--- src/rtl/lsu_bus_initiator.sv ---
// Load/store initiator for the req/gnt data-RAM protocol: one access in flight, fault screening at accept.
// Optional grant-wait timeout enabled by defining LSU_TIMEOUT_EN.
module lsu_bus_initiator #(
    parameter logic [31:0] BASE_ADDR      = 32'h0000_0000,
    parameter int unsigned SIZE_BYTES     = 16384,
    parameter int unsigned TIMEOUT_CYCLES = 16
) (
    input  logic        clk_i,
    input  logic        rst_ni,
    input  logic        valid_i,
    output logic        ready_o,
    input  logic        we_i,
    input  logic [2:0]  funct3_i,
    input  logic [31:0] addr_i,
    input  logic [31:0] wdata_i,
    output logic        done_o,
    output logic        err_o,
    output logic [31:0] rdata_o,
    output logic        req_o,
    input  logic        gnt_i,
    output logic        ce_o,
    output logic        we_o,
    output logic [1:0]  hb_o,
    output logic [31:0] addr_o,
    output logic [31:0] wdata_o,
    input  logic [31:0] rdata_i
);

    typedef enum logic [1:0] {
        IDLE = 2'd0,
        REQ  = 2'd1,
        RESP = 2'd2
    } state_t;

    state_t      state, state_next;
    logic [2:0]  funct3_q;
    logic        err_q;
    logic        accept;
    logic        f3_ok;
    logic        misaligned;
    logic        out_of_window;
    logic        fault;
    logic [31:0] offset;
    logic        timeout;

    assign accept = (state == IDLE) && valid_i;

    always_comb begin
        f3_ok = (funct3_i inside {3'b000, 3'b001, 3'b010}) ||
                (!we_i && (funct3_i inside {3'b100, 3'b101}));
        misaligned = ((funct3_i[1:0] == 2'b10) && (addr_i[1:0] != 2'b00)) ||
                     ((funct3_i[1:0] == 2'b01) && addr_i[0]);
        offset        = addr_i - BASE_ADDR;
        out_of_window = (offset >= SIZE_BYTES);
        fault         = !f3_ok || misaligned || out_of_window;
    end

`ifdef LSU_TIMEOUT_EN
    localparam int unsigned CW = $clog2(TIMEOUT_CYCLES + 1);
    logic [CW-1:0] wait_cnt;

    // Fires in the last permitted REQ cycle, i.e. when the increment would reach the limit.
    assign timeout = (state == REQ) && !gnt_i &&
                     ((32'(wait_cnt) + 32'd1) == TIMEOUT_CYCLES);

    always_ff @(posedge clk_i or negedge rst_ni) begin
        if (!rst_ni) begin
            wait_cnt <= '0;
        end else if (accept) begin
            wait_cnt <= '0;
        end else if ((state == REQ) && !gnt_i) begin
            wait_cnt <= wait_cnt + 1'b1;
        end
    end
`else
    assign timeout = 1'b0;
`endif

    always_ff @(posedge clk_i or negedge rst_ni) begin
        if (!rst_ni) begin
            state <= IDLE;
        end else begin
            state <= state_next;
        end
    end

    always_comb begin
        state_next = state;
        unique case (state)
            IDLE: begin
                if (valid_i) begin
                    state_next = fault ? RESP : REQ;
                end
            end
            REQ: begin
                if (gnt_i || timeout) begin
                    state_next = RESP;
                end
            end
            RESP:    state_next = IDLE;
            default: state_next = IDLE;
        endcase
    end

    always_comb begin
        ready_o = (state == IDLE);
        req_o   = (state == REQ);
        ce_o    = (state == REQ);
        done_o  = (state == RESP);
        err_o   = (state == RESP) && err_q;
    end

    always_ff @(posedge clk_i or negedge rst_ni) begin
        if (!rst_ni) begin
            funct3_q <= '0;
            err_q    <= 1'b0;
            we_o     <= 1'b0;
            hb_o     <= '0;
            addr_o   <= '0;
            wdata_o  <= '0;
            rdata_o  <= '0;
        end else if (accept) begin
            funct3_q <= funct3_i;
            err_q    <= fault;
            we_o     <= we_i;
            hb_o     <= funct3_i[1:0];
            addr_o   <= addr_i;
            wdata_o  <= wdata_i;
        end else if (state == REQ) begin
            if (gnt_i) begin
                if (!we_o) begin
                    // RAM returns sign-extended data; unsigned loads strip the upper bits.
                    unique case (funct3_q)
                        3'b100:  rdata_o <= {24'b0, rdata_i[7:0]};
                        3'b101:  rdata_o <= {16'b0, rdata_i[15:0]};
                        default: rdata_o <= rdata_i;
                    endcase
                end
            end else if (timeout) begin
                err_q <= 1'b1;
            end
        end
    end

endmodule
--- config.mk ---
export PLATFORM = sky130hd
export DESIGN_NAME = lsu_bus_initiator
export DESIGN_NICKNAME = d
export VERILOG_FILES = /design/src/rtl/lsu_bus_initiator.sv
export SDC_FILE = /design/constraint.sdc
export NUM_CORES = 1
export LEC_CHECK = 0
export ABC_AREA = 1
export BUFFER_PORTS_ARGS = -buffer_cell sky130_fd_sc_hd__buf_2
export CORE_MARGIN = 4
export CORE_UTILIZATION = 25
export CTS_CLUSTER_DIAMETER = 50
export CTS_CLUSTER_SIZE = 12
export DETAILED_ROUTE_END_ITERATION = 10
export SLEW_MARGIN = 15
export SYNTH_ARGS = -nofsm -noshare
export SYNTH_HDL_FRONTEND = slang
export SYNTH_SLANG_ARGS = --single-unit
export TNS_END_PERCENT = 5
--- constraint.sdc ---
create_clock -name clk_i -period 1.3 [get_ports clk_i]
set_input_delay 0.39 -clock clk_i [delete_from_list [all_inputs] [get_ports clk_i]]
set_output_delay 0.39 -clock clk_i [all_outputs]
set_load 0.05 [all_outputs]
; Yosys cells after proc, flatten, opt, wreduce, memory -nomap -nowiden
; Index checks and enable logic that the tools add are counted.
[classes]
order_cmp = 1
eq_ne = 12
muxes = 5
n_bitwise = 2
n_reduce_logical = 18
[op_table]
columns = op, count
row1 = one-hot mux 32 bit (2 select lines), 1
row2 = greater-or-equal comparator 32 x 15 -> 1 bit (second input constant), 1
row3 = equality test 3 bit (second input constant), 4
row4 = 2-to-1 mux 2 bit, 3
row5 = logical AND 1 bit, 5
row6 = equality test 2 x 1 -> 1 bit (second input constant), 2
row7 = equality test 2 bit (second input constant), 2
row8 = logical OR 1 bit, 4
row9 = != test 2 bit (second input constant), 2
row10 = one-hot mux 2 bit (2 select lines), 1
row11 = AND reduction 4 bit, 1
row12 = nonzero test 2 bit, 2
row13 = equality test 3 x 1 -> 1 bit (second input constant), 1
row14 = equality test 3 x 2 -> 1 bit (second input constant), 1
row15 = logical NOT 3 bit, 1
row16 = nonzero test 3 bit, 1
row17 = logical NOT 1 bit, 2
row18 = logical NOT 2 bit, 1
row19 = inverter 1 bit, 2
row20 = AND reduction 2 bit, 1
[word_totals]
ff_bits = 105
output_inout_bits = 104
elab_cells = 46

; Logic depth before layout (Yosys ltp)
; Gate-level depths: netlist (run 1).
[logic_depth]
word_depth = 10
depth_mapped = 9
depth_no_buf = 8

; Worst setup path before layout (run 1)
; Ideal clock, no wire load.
[synth_timing]
path_type = reg-to-reg
start = register state[1]
end = register rdata_o[12]
setup_ns = 0.130
arrival_time_ns = 1.392
t_required_ns = 1.170
path_slack_ns = -0.222
stages_incl_launch_ff = 9
n_path_buf = 2
cell_sequence = dfrtp_1 > inv_2 > nand2_1 > inv_1 > nand3_2 > buf_6 > buf_6 > nand2_1 > o21ai_0
[synth_lines]
columns = item, line
row1 = from (decl), 35  ; state_t state, state_next;
row2 = from (signal assigned), 83  ; state <= state_next;
row3 = equality test 2 x 1 -> 1 bit, --
row4 = named net ce_o, 21  ; output logic ce_o,
row5 = AND reduction 4 bit (no line), --
row6 = to (signal assigned), 134  ; 3'b100: rdata_o <= {24'b0, rdata_i[7:0]};
row7 = to (signal assigned), 135  ; 3'b101: rdata_o <= {16'b0, rdata_i[15:0]};
row8 = to (signal assigned), 136  ; default: rdata_o <= rdata_i;
row9 = to (decl), 18  ; output logic [31:0] rdata_o,
; The timed path passes the listed nets, and every way through them passes these cells.
; A chain may end at the register's enable or synchronous reset.

; Worst setup path in the final report (run 1)
[layout_timing]
start = register state[0]
end = output ce_o
[layout_between]
elab_chain_len = 1
[layout_rtl]
columns = item, line
row1 = equality test 2 x 1 -> 1 bit, 108  ; ce_o = (state == REQ);
row2 = to (decl), 21
; Every way passes these cells.

==> impl_results.md, run 1 <==
- Die W: 136.2 microns
- Reg-to-reg slack, setup: -0.25 ns
- Tot GR Track Use: 0.1313
- Post-synth EDFFs: 0
- WL/cell: 13.40 microns
- Largest net degree at the start of global routing: 43
- First-pass GRT wire length: 19150 microns
- Sequential area share after synthesis: 0.6271
- DRT iter0 DRCs: 138
- Final net count: 806
- R2R depth: 7
- Proportion of layout cells with a drive suffix above 1: 0.3768
- Layout fillers: 1638
- Tcrit/Tclk final: 1.302
- Maximum buffer depth of the clock tree: 2
- Cell area after synthesis: 4110 sq um
- Worst setup path end: ce_o
- Design area: 6680 sq um
- HP Class: in2reg
- Synth warn: 0
- Async SR Flop Fraction: 1.000
- Mapped Cells: 475
- Slew HR: 0.6272
- Final clock skew: 0.004271 ns
- WS Path Type: reg2out
- Pre-CTS worst setup slack: -0.1980 ns
- Row cnt: 46
- Mapped Nets: 579
- Number of global-route vias before repair: 3790
- Final count of hold timing violations: 0
- Initial core utilization: 0.2569
- Status: complete, but fails checks
- I/O pins: 208
- Crit. Startpoint: state[0]$_DFFE_PN0P_
- Failing checks: negative setup slack
- GPL Wtd Cong: 0.7579
- Worst EP required: 0.91 ns
- IO buf count: 207
- Die extent in y: 136.2 microns
- RR Startpoint: state[0]$_DFFE_PN0P_
- Min Tclk post-route: 1.692 ns
- Vias per Instance: 4.059
- Synth-to-layout area growth: 62.53%
- PD cells: 1354 nW/um^2
- Clk Latency, worst-skew pair: 0.34 ns
- Startpoint Class: register
- Routed WL: 12370 microns
- Antenna viol nets, final: 0
- Unrepaired setup endpoints after global routing: yes
- Crit Path Max Fanout: 4
- Pre-antenna DRT Iters: 4
- FMAX: 590.9 MHz
- Setup violators final: 89
- Cts bufs inserted: 9
- Core area: 16000 sq um
- Slew Viols, Final: 0
- CP endpoint kind: output port
- Die area: 18560 sq um
- Area after DPL: 5590 sq um
- Leak: 0.003639 uW
- Slew @ Worst Pin: 0.5578 ns
- Peak VDD IR: 0.6473 mV
- Dpl hpwl: 8852 microns
- # DRC: 0
- Max-Cap Viols: 0
- Via count: 3746
- Number of H-tree levels: 3
- CTS sink cnt: 103
- Post-layout worst setup margin: -0.3924 ns
- RR Endpoint: rdata_o[16]$_DFFE_PN0P_
- Arr. time, crit path: 1.30 ns
- Layout Utilization: 0.4175
- Cell Count, Final, Fillers Out: 923
- Flops & latches, synth: 103
- CTS tree: built
- Distinct cells, synth: 19
- Clk pin slew, worst setup/hold paths: 0.07 ns
- Buffer type at the clock tree root: clkbuf_16
- GR Overflow Total: 0
- Top FF cell, synth: dfrtp_1
- Post-synthesis area per instance: 8.653 sq um
- Initial antenna violation count: 0
- # placed instances: 902
==> kinds of logic after synthesis <==
logic type      count (synthesis)  synth area share
simple gates                  288            0.2703
flops                         103            0.6271
compound gates                 39           0.04749
buf+inv                        45           0.05510
==> layer usage <==
layer,share of wire,vias to the layer above,track usage,wire (microns)
met5,0,-,0,0
met4,0.0091,0,0.03191,113
met3,0.089,12,0.05366,1096
met2,0.49,122,0.2182,6020
met1,0.42,1714,0.1590,5135
li1,-,1898,-,-
==> final cells by class <==
class	instances	area, sq um	area share
Antenna cell	1	2.502	0.0003746
Clock buffer	13	280.3	0.04196
Clock inverter	2	37.54	0.005619
Inverter	21	85.08	0.01274
Multi-Input combinational cell	327	1334	0.1997
Sequential cell	103	2577	0.3858
Tap cell	216	270.3	0.04046
Timing Repair Buffer	240	2093	0.3134
==> worst max-delay path, cell delays in order (launching register included) <==
cell	delay [ns]
dfrtp_1	0.40
buf_6	0.13
nand2_4	0.06
clkinvlp_4	0.17
buf_8	0.20
==> registers in the layout (all words and copies together) (netlist names) <==
signal    cells
addr_o       32
rdata_o      32
state         2
funct3_q      2
err_q         1
we_o          1
hb_o          1
wdata_o      32
==> cells in the final DEF (no fill, tap or decap), drive strengths merged <==
cell / count
a21oi: 2
dfrtp: 103
o21ai: 37
and3: 1
buf: 237
inv: 20
bufbuf: 1
clkbuf: 14
clkinvlp: 2
diode: 1
nand2: 268
dlygate4sd3: 1
nor2: 16
bufinv: 1
nand3: 2
nand4: 1
==> per-stage QoR <==
step                      power (uW)  hold WS, ns  TNS (ns)
after floorplan                 5108      0.09441    -4.321
after global placement          5830       0.3092    -9.035
after detailed placement        5842       0.3061    -9.159
after CTS                       9205       0.2196    -8.730
after global routing            9495       0.2257    -20.52
final                           9045       0.2377    -10.10
==> power breakdown <==
part           leakage (uW)  switching (uW)  internal (uW)
clock network      0.000154            1160           1690
registers           0.00132             225           3490
logic               0.00217            1600            871
==> worst min-delay path by stage <==
stage,from,to,depth (start not counted)
6_report,rdata_i[4],rdata_o[4]$_DFFE_PN0P_,3
5_1_grt,wdata_i[0],wdata_o[0]$_DFFE_PN0P_,3
4_1_cts,rdata_i[6],rdata_o[6]$_DFFE_PN0P_,3
3_5_place_dp,rst_ni,wdata_o[20]$_DFFE_PN0P_,1
3_3_place_gp,rst_ni,wdata_o[20]$_DFFE_PN0P_,1
2_1_floorplan,rst_ni,addr_o[0]$_DFFE_PN0P_,0
==> repair_timing <==
item,in CTS,in global routing
gates cloned,1,1
gates resized for setup,215,3
hold endpoints to repair,14,0
hold buffers,1,0
setup buffers,2,1
endpoints found under the setup margin,179,206
pin swaps,2,0
==> Yosys cell counts (2+ instances only) <==
master    instances  area [sq um]
nand2_1         267          1002
dfrtp_1         103          2577
o21ai_0          25         125.1
inv_1            17         63.81
nor2_1           14         52.55
o21ai_1          12         60.06
buf_2            10         50.05
clkbuf_1          5         18.77
buf_4             4         30.03
buf_6             4         45.04
inv_2             4         15.01
a21oi_1           2         10.01
nor2_4            2         22.52
Power figures use the tool's default switching activity.
==> run 2: changes to the inputs <==
--- a/config.mk
+++ b/config.mk
@@ -8,10 +8,11 @@
 export ABC_AREA = 1
 export BUFFER_PORTS_ARGS = -buffer_cell sky130_fd_sc_hd__buf_2
 export CORE_MARGIN = 4
-export CORE_UTILIZATION = 25
+export CORE_UTILIZATION = 41
 export CTS_CLUSTER_DIAMETER = 50
 export CTS_CLUSTER_SIZE = 12
 export DETAILED_ROUTE_END_ITERATION = 10
+export PLACE_DENSITY = 0.76
 export SLEW_MARGIN = 15
 export SYNTH_ARGS = -nofsm -noshare
 export SYNTH_HDL_FRONTEND = slang
==> run 2 against run 1 <==
Compared with the run above: the flow still finishes with violations (negative setup slack); via count increased by 1.7%; first-iteration DRC count increased by 54%; sequential power about the same; wire length decreased by 4.8%; non-clock buffer count decreased by 12; total power decreased by 11%; fmax increased by 5.4%; worst hold slack got worse by 0.0061 ns; worst setup slack improved by 0.087 ns; clock skew increased by 0.0042 ns; global-route usage increased by 7.1 points.
==> impl_results.md, run 2 (same netlist as run 1, synthesis figures left out) <==
- Pre-antenna DRT Iters: 4 (unchanged)
- Proportion of layout cells with a drive suffix above 1: 0.3683 (-0.008425)
- Tcrit/Tclk final: 1.235 (-0.06712)
- PD cells: 1266 nW/um^2 (-6.5%)
- # DRC: 0 (unchanged)
- Final clock skew: 0.008499 ns (+0.004228 ns)
- Dpl hpwl: 8300 microns (-6.2%)
- Antenna viol nets, final: 0 (unchanged)
- Crit Path Max Fanout: 3 (-1)
- HP Class: in2reg
- Setup_tns: -5.236 ns (+4.866 ns)
- WL/cell: 14.22 microns (+6.1%)
- Initial core utilization: 0.4205 (+0.1636)
- Vias per Instance: 4.600 (+13%)
- FMAX: 623.0 MHz (+5.4%)
- Commonest non-fill, non-tap cell in the layout: nand2_1
- WS Path Type: reg2out
- Synth-to-layout area growth: 54.03%
- Number of global-route vias before repair: 3847 (+1.5%)
- Min-delay src: wdata_i[23]
- Leak: 0.003508 uW (-3.6%)
- Biggest regs: addr_o (32), rdata_o (32), wdata_o (32)
- Arr. time, crit path: 1.22 ns (-0.08 ns)
- Min Tclk post-route: 1.605 ns (-0.08726 ns)
- Die W: 108.1 microns (-21%)
- Cts bufs inserted: 9 (unchanged)
- Slew Viols, Final: 0 (unchanged)
- Via count: 3809 (+1.7%)
- Maximum buffer depth of the clock tree: 2 (unchanged)
- Routed WL: 11780 microns (-4.8%)
- Commonest non-fill, non-tap cells in the layout: 266 x nand2_1, 104 x buf_6, 103 x dfrtp_1, 103 x buf_2, 19 x o21ai_1
- Die extent in y: 108.1 microns (-21%)
- Buffer type at the clock tree root: clkbuf_8
- CTS tree: built
- Setup violators final: 102 (+15%)
- Top layer used by detailed routing: met5
- I/O pins: 208 (unchanged)
- Crit. Startpoint: state[0]$_DFFE_PN0P_
- Tot Pwr: 8018 uW (-11%)
- Switch share: 0.3553 (+0.02477)
- WL met1: 4607 microns (-10%)
- Worst EP required: 0.91 ns (about the same)
- Clk pin slew, worst setup/hold paths: 0.09 ns (+0.02 ns)
- DRT iter0 DRCs: 213 (+54%)
- CTS sink cnt: 103 (unchanged)
- Ant. Diodes: 0 (-1)
- Tot GR Track Use: 0.2021 (+0.07082)
- Number of H-tree levels: 3 (unchanged)
- Initial antenna violation count: 1 (+1)
- Peak VDD IR: 0.8142 mV (+26%)
- Layout fillers: 778 (-53%)
- Final count of hold timing violations: 0 (unchanged)
- First-pass GRT wire length: 18710 microns (-2.3%)
- Die area: 11690 sq um (-37%)
- GR Overflow Total: 0 (unchanged)
- IO buf count: 207 (unchanged)
- DR WL met3: 1061 microns (-3.2%)
- Failing checks: negative setup slack
- Largest net degree at the start of global routing: 49 (+14%)
- Final net count: 794 (-1.5%)
- CP endpoint kind: output port
- Status: complete, but fails checks
- Slew HR: 0.8130 (+0.1858)
- RR Startpoint: state[1]$_DFFE_PN0P_
- Row cnt: 36 (-22%)
- Clock power frac: 0.227 (-0.089)
- Reg power frac: 0.463 (+0.052)
- Clk Latency, worst-skew pair: 0.35 ns (about the same)
- Max-Cap Viols: 0 (unchanged)
- Startpoint Class: register
- GPL Wtd Cong: 0.7521 (-0.77%)
- Slew @ Worst Pin: 0.2798 ns (-0.2780 ns)
- Core area: 9774 sq um (-39%)
- Unrepaired setup endpoints after global routing: yes
- Post-layout worst setup margin: -0.3051 ns (+0.08726 ns)
- Logic gate share of total power: 0.311 (+0.037)
- Switching pwr: 2849 uW (-4.7%)
- Int Power: 5169 uW (-15%)
- Metal2 WL: 6004 microns (-0.27%)
run 2: changes by cell type in the layout (fill, tap and decap cells not counted), sizes merged:
cell,before,now
bufbuf,1,0
clkinv,0,2
diode,1,0
buf,237,225
clkbuf,14,15
bufinv,1,0
run 2: critical path: stages, from the launching register on:
cell        delay, ns
dfrtp_1          0.42
nand2_2          0.11
clkinvlp_4       0.15
buf_6            0.19
run 2: metal layers:
| metal | track usage | vias to the layer above |
|---|---|---|
| met5 | 0 | - |
| met4 | 0.05591 | 2 |
| met3 | 0.07403 | 10 |
| met2 | 0.3455 | 145 |
| met1 | 0.2407 | 1773 |
| li1 | - | 1879 |
run 2: worst paths after layout:
| kind | endpoint | slack [ns] | cells after the start |
|---|---|---|---|
| worst max-delay path | ce_o | -0.31 | 3 |
| worst min-delay path | wdata_o[23]$_DFFE_PN0P_ | 0.23 | 3 |
| worst max register to register | rdata_o[10]$_DFFE_PN0P_ | -0.13 | 8 |
| worst min register to register | addr_o[20]$_DFFE_PN0P_ | 0.50 | 2 |
| max in group asynchronous | addr_o[25]$_DFFE_PN0P_ | 0.34 | 3 |
| min in group asynchronous | rdata_o[0]$_DFFE_PN0P_ | 0.45 | 2 |
run 2: final cells by class:
type	instances	area, sq um	area share
sequential	103	2577	0.4071
timing repair buffer	228	1989	0.3142
multi-input combinational	327	1336	0.2111
tap	133	166.4	0.02628
clock buffer	13	158.9	0.02510
inverter	21	85.08	0.01344
clock inverter	3	17.52	0.002767
run 2: repair_timing:
action,CTS,global route
setup endpoints to repair,126,204
hold buffers,1,0
gates resized for setup,211,18
gates cloned,0,3
endpoints found under the hold margin,13,0
setup buffers,3,0
pin swaps,0,1
run 2: power groups by stage:
stage	Sequential [uW]	Combinational (uW)	Clock, uW
2_1_floorplan	4650	460	0
3_3_place_gp	3690	2100	0
3_5_place_dp	3700	2140	0
4_1_cts	3710	2500	1890
5_1_grt	3750	2650	2050
6_report	3710	2490	1820
run 2: per-stage QoR:
stage	cells	util	worst slack (ns)	area, sq um	hold slack (ns)
2_1_floorplan	475	-	-0.1392	4118	0.09441
6_report	828	0.6477	-0.3051	6331	0.2317
3_5_place_dp	805	0.5501	-0.04524	5376	0.2688
3_3_place_gp	805	0.5501	-0.04157	5376	0.2659
5_1_grt	828	0.6477	-0.3589	6331	0.2110
4_1_cts	825	0.6391	-0.3257	6247	0.2050
==> run 3: changes to the inputs <==
--- a/config.mk
+++ b/config.mk
@@ -9,6 +9,7 @@
 export BUFFER_PORTS_ARGS = -buffer_cell sky130_fd_sc_hd__buf_2
 export CORE_MARGIN = 4
 export CORE_UTILIZATION = 41
+export CTS_BUF_LIST = sky130_fd_sc_hd__clkbuf_16
 export CTS_CLUSTER_DIAMETER = 50
 export CTS_CLUSTER_SIZE = 12
 export DETAILED_ROUTE_END_ITERATION = 10
==> run 3 against run 2 <==
Compared with the run above: register-to-register slack got worse by 0.05 ns; clock power increased by 31%; non-clock buffer count increased by 1; core utilization increased by 1.3 points; the run still ends with negative setup slack left; final cell count increased by 0.12%; highest routed layer is now met4; final area increased by 2.0%; sequential power about the same; fmax increased by 1.1%.
==> impl_results.md, run 3 (same netlist as run 1, synthesis figures left out) <==
- Maximum buffer depth of the clock tree: 2 (unchanged)
- Max-Cap Viols: 0 (unchanged)
- Final clock skew: 0.004570 ns (-0.003928 ns)
- Reg-to-reg slack, setup: -0.18 ns (-0.05 ns)
- Clock power frac: 0.277 (+0.050)
- Biggest regs: addr_o (32), rdata_o (32), wdata_o (32)
- Slew Viols, Final: 0 (unchanged)
- Buffer type at the clock tree root: clkbuf_16
- Die area: 11690 sq um (unchanged)
- Slew @ Worst Pin: 0.2816 ns (+0.001774 ns)
- Worst setup path end: ce_o
- DRT iter0 DRCs: 251 (+18%)
- Number of global-route vias before repair: 3844 (-0.078%)
- Final count of hold timing violations: 0 (unchanged)
- Largest net degree at the start of global routing: 49 (unchanged)
- Via count: 3892 (+2.2%)
- Startpoint Class: register
- Logic gate share of total power: 0.291 (-0.020)
- Synth-to-layout area growth: 57.17%
- Failing checks: negative setup slack
- RR Endpoint: rdata_o[25]$_DFFE_PN0P_
- Int Power: 5640 uW (+9.1%)
- Core area: 9774 sq um (unchanged)
- Setup violators final: 39 (-62%)
- CTS sink cnt: 103 (unchanged)
- CTS tree: built
- Unrepaired setup endpoints after global routing: yes
- WL/cell: 14.83 microns (+4.3%)
- Min Tclk post-route: 1.587 ns (-0.01788 ns)
- Vias per Instance: 4.695 (+2.1%)
- Clk pin slew, worst setup/hold paths: 0.07 ns (-0.02 ns)
- Setup_tns: -5.772 ns (-0.5356 ns)
- Tcrit/Tclk final: 1.221 (-0.01375)
- Register area: 2577 sq um (unchanged)
- CP endpoint kind: output port
- Tot GR Track Use: 0.2048 (+0.002709)
- GR Overflow Total: 0 (unchanged)
- Ant. Diodes: 0 (unchanged)
- First-pass GRT wire length: 18880 microns (+0.92%)
- I/O pins: 208 (unchanged)
- Switch share: 0.3440 (-0.01127)
- Initial core utilization: 0.4205 (unchanged)
- Crit Path Max Fanout: 3 (unchanged)
- Commonest non-fill, non-tap cell in the layout: nand2_1
- IO buf count: 207 (unchanged)
- Design area: 6460 sq um (+2.0%)
- Critical Path Stages: 3 (unchanged)
- FMAX: 630.0 MHz (+1.1%)
- WP buf/inv: 2 (unchanged)
- Crit. Startpoint: state[0]$_DFFE_PN0P_
- RR Startpoint: state[1]$_DFFE_PN0P_
- Status: complete, but fails checks
- Area after DPL: 5376 sq um (unchanged)
- Row cnt: 36 (unchanged)
- Clk Latency, worst-skew pair: 0.34 ns (about the same)
- Pre-CTS worst setup slack: -0.04524 ns (unchanged)
- Post-layout worst setup margin: -0.2872 ns (+0.01788 ns)
- Number of H-tree levels: 3 (unchanged)
- Switching pwr: 2958 uW (+3.8%)
- Crit-path cells: nand2_2, clkinvlp_4, buf_6
- Cts bufs inserted: 9 (unchanged)
- # DRC: 0 (unchanged)
- Layout fillers: 770 (-1.0%)
- Proportion of layout cells with a drive suffix above 1: 0.3750 (+0.006655)
- Antenna viol nets, final: 0 (unchanged)
- Commonest non-fill, non-tap cells in the layout: 266 x nand2_1, 104 x buf_6, 103 x dfrtp_1, 103 x buf_2, 18 x inv_1
- R2R depth: 7 (-1)
- Slowest cell on crit path: dfrtp_1
- Reg power frac: 0.432 (-0.031)
- WS Path Type: reg2out
- CP max stage delay: 0.41 ns (about the same)
- Dpl hpwl: 8300 microns (unchanged)
- Pre-antenna DRT Iters: 4 (unchanged)
- Routed WL: 12290 microns (+4.4%)
- Worst path top cell family by delay: flip-flops
- Arr. time, crit path: 1.20 ns (-0.02 ns)
- HP Class: in2reg
- Worst EP required: 0.91 ns (about the same)
- Die W: 108.1 microns (unchanged)
- Multi-input gate area: 1359 sq um (+1.7%)
- Layout Utilization: 0.6609 (+0.01319)
- Leak: 0.003578 uW (+2.0%)
- Peak VDD IR: 0.7882 mV (-3.2%)
- Slew HR: 0.8118 (-0.001186)
- PD cells: 1331 nW/um^2 (+5.1%)
- Final net count: 795 (+0.13%)
- Initial antenna violation count: 0 (-1)
- GPL Wtd Cong: 0.7521 (unchanged)
- Die extent in y: 108.1 microns (unchanged)
run 3: cell types whose count changed in the layout (fill, tap and decap cells not counted), sizes merged:
| cell | change |
|---|---|
| clkinv | +2 |
| clkbuf | -3 |
| inv | +2 |
run 3: tightest hold or removal path, stage by stage:
cell     delay (ns)
buf_2          0.07
nand2_1        0.04
nand2_1        0.05
run 3: metal layers:
layer | track usage | wire length, microns | vias to the layer above | part of all wire
met4 | 0.05951 | 248 | 0 | 0.020
met3 | 0.07224 | 1144 | 16 | 0.093
li1 | - | - | 1879 | -
met1 | 0.2474 | 4788 | 1831 | 0.39
met5 | 0 | 0 | - | 0
met2 | 0.3468 | 6114 | 166 | 0.50
run 3: worst min-delay path by stage:
stage | from | to | slack [ns] | cells past startpoint
2_1_floorplan | rst_ni | addr_o[0]$_DFFE_PN0P_ | 0.09 | 0
6_report | wdata_i[21] | wdata_o[21]$_DFFE_PN0P_ | 0.25 | 3
3_5_place_dp | rst_ni | rdata_o[4]$_DFFE_PN0P_ | 0.27 | 1
3_3_place_gp | rst_ni | rdata_o[2]$_DFFE_PN0P_ | 0.27 | 1
5_1_grt | wdata_i[14] | wdata_o[14]$_DFFE_PN0P_ | 0.25 | 3
4_1_cts | wdata_i[23] | wdata_o[23]$_DFFE_PN0P_ | 0.24 | 3
run 3: area by class of cell:
type,count,share of cell area
Sequential cell,103,0.3990
Timing Repair Buffer,229,0.3118
Multi-Input combinational cell,327,0.2103
Clock buffer,9,0.03486
Tap cell,133,0.02576
Inverter,21,0.01317
Clock inverter,7,0.005036
run 3: per-stage QoR:
stage                     instances  hold slack [ns]  power, uW
after detailed placement        805           0.2688       5837
final                           829           0.2483       8598
after global placement          805           0.2659       5792
after global routing            829           0.2483       9024
after floorplan                 475          0.09441       5108
after CTS                       825           0.2383       8660
run 3: power by group through the flow:
stage          Combinational (uW)  Sequential [uW]  Clock (uW)
2_1_floorplan                 460             4650           0
3_3_place_gp                 2100             3690           0
3_5_place_dp                 2140             3700           0
4_1_cts                      2500             3720        2440
5_1_grt                      2660             3750        2620
6_report                     2510             3710        2380
run 3: repair_timing:
| action | CTS | global route |
|---|---|---|
| pin swaps | 0 | 1 |
| resized for setup | 210 | 25 |
| setup endpoints to repair | 131 | 201 |
| hold buffers | 1 | 0 |
| gates cloned | 0 | 4 |
| hold endpoints to repair | 13 | 0 |
| buffers inserted | 3 | 0 |
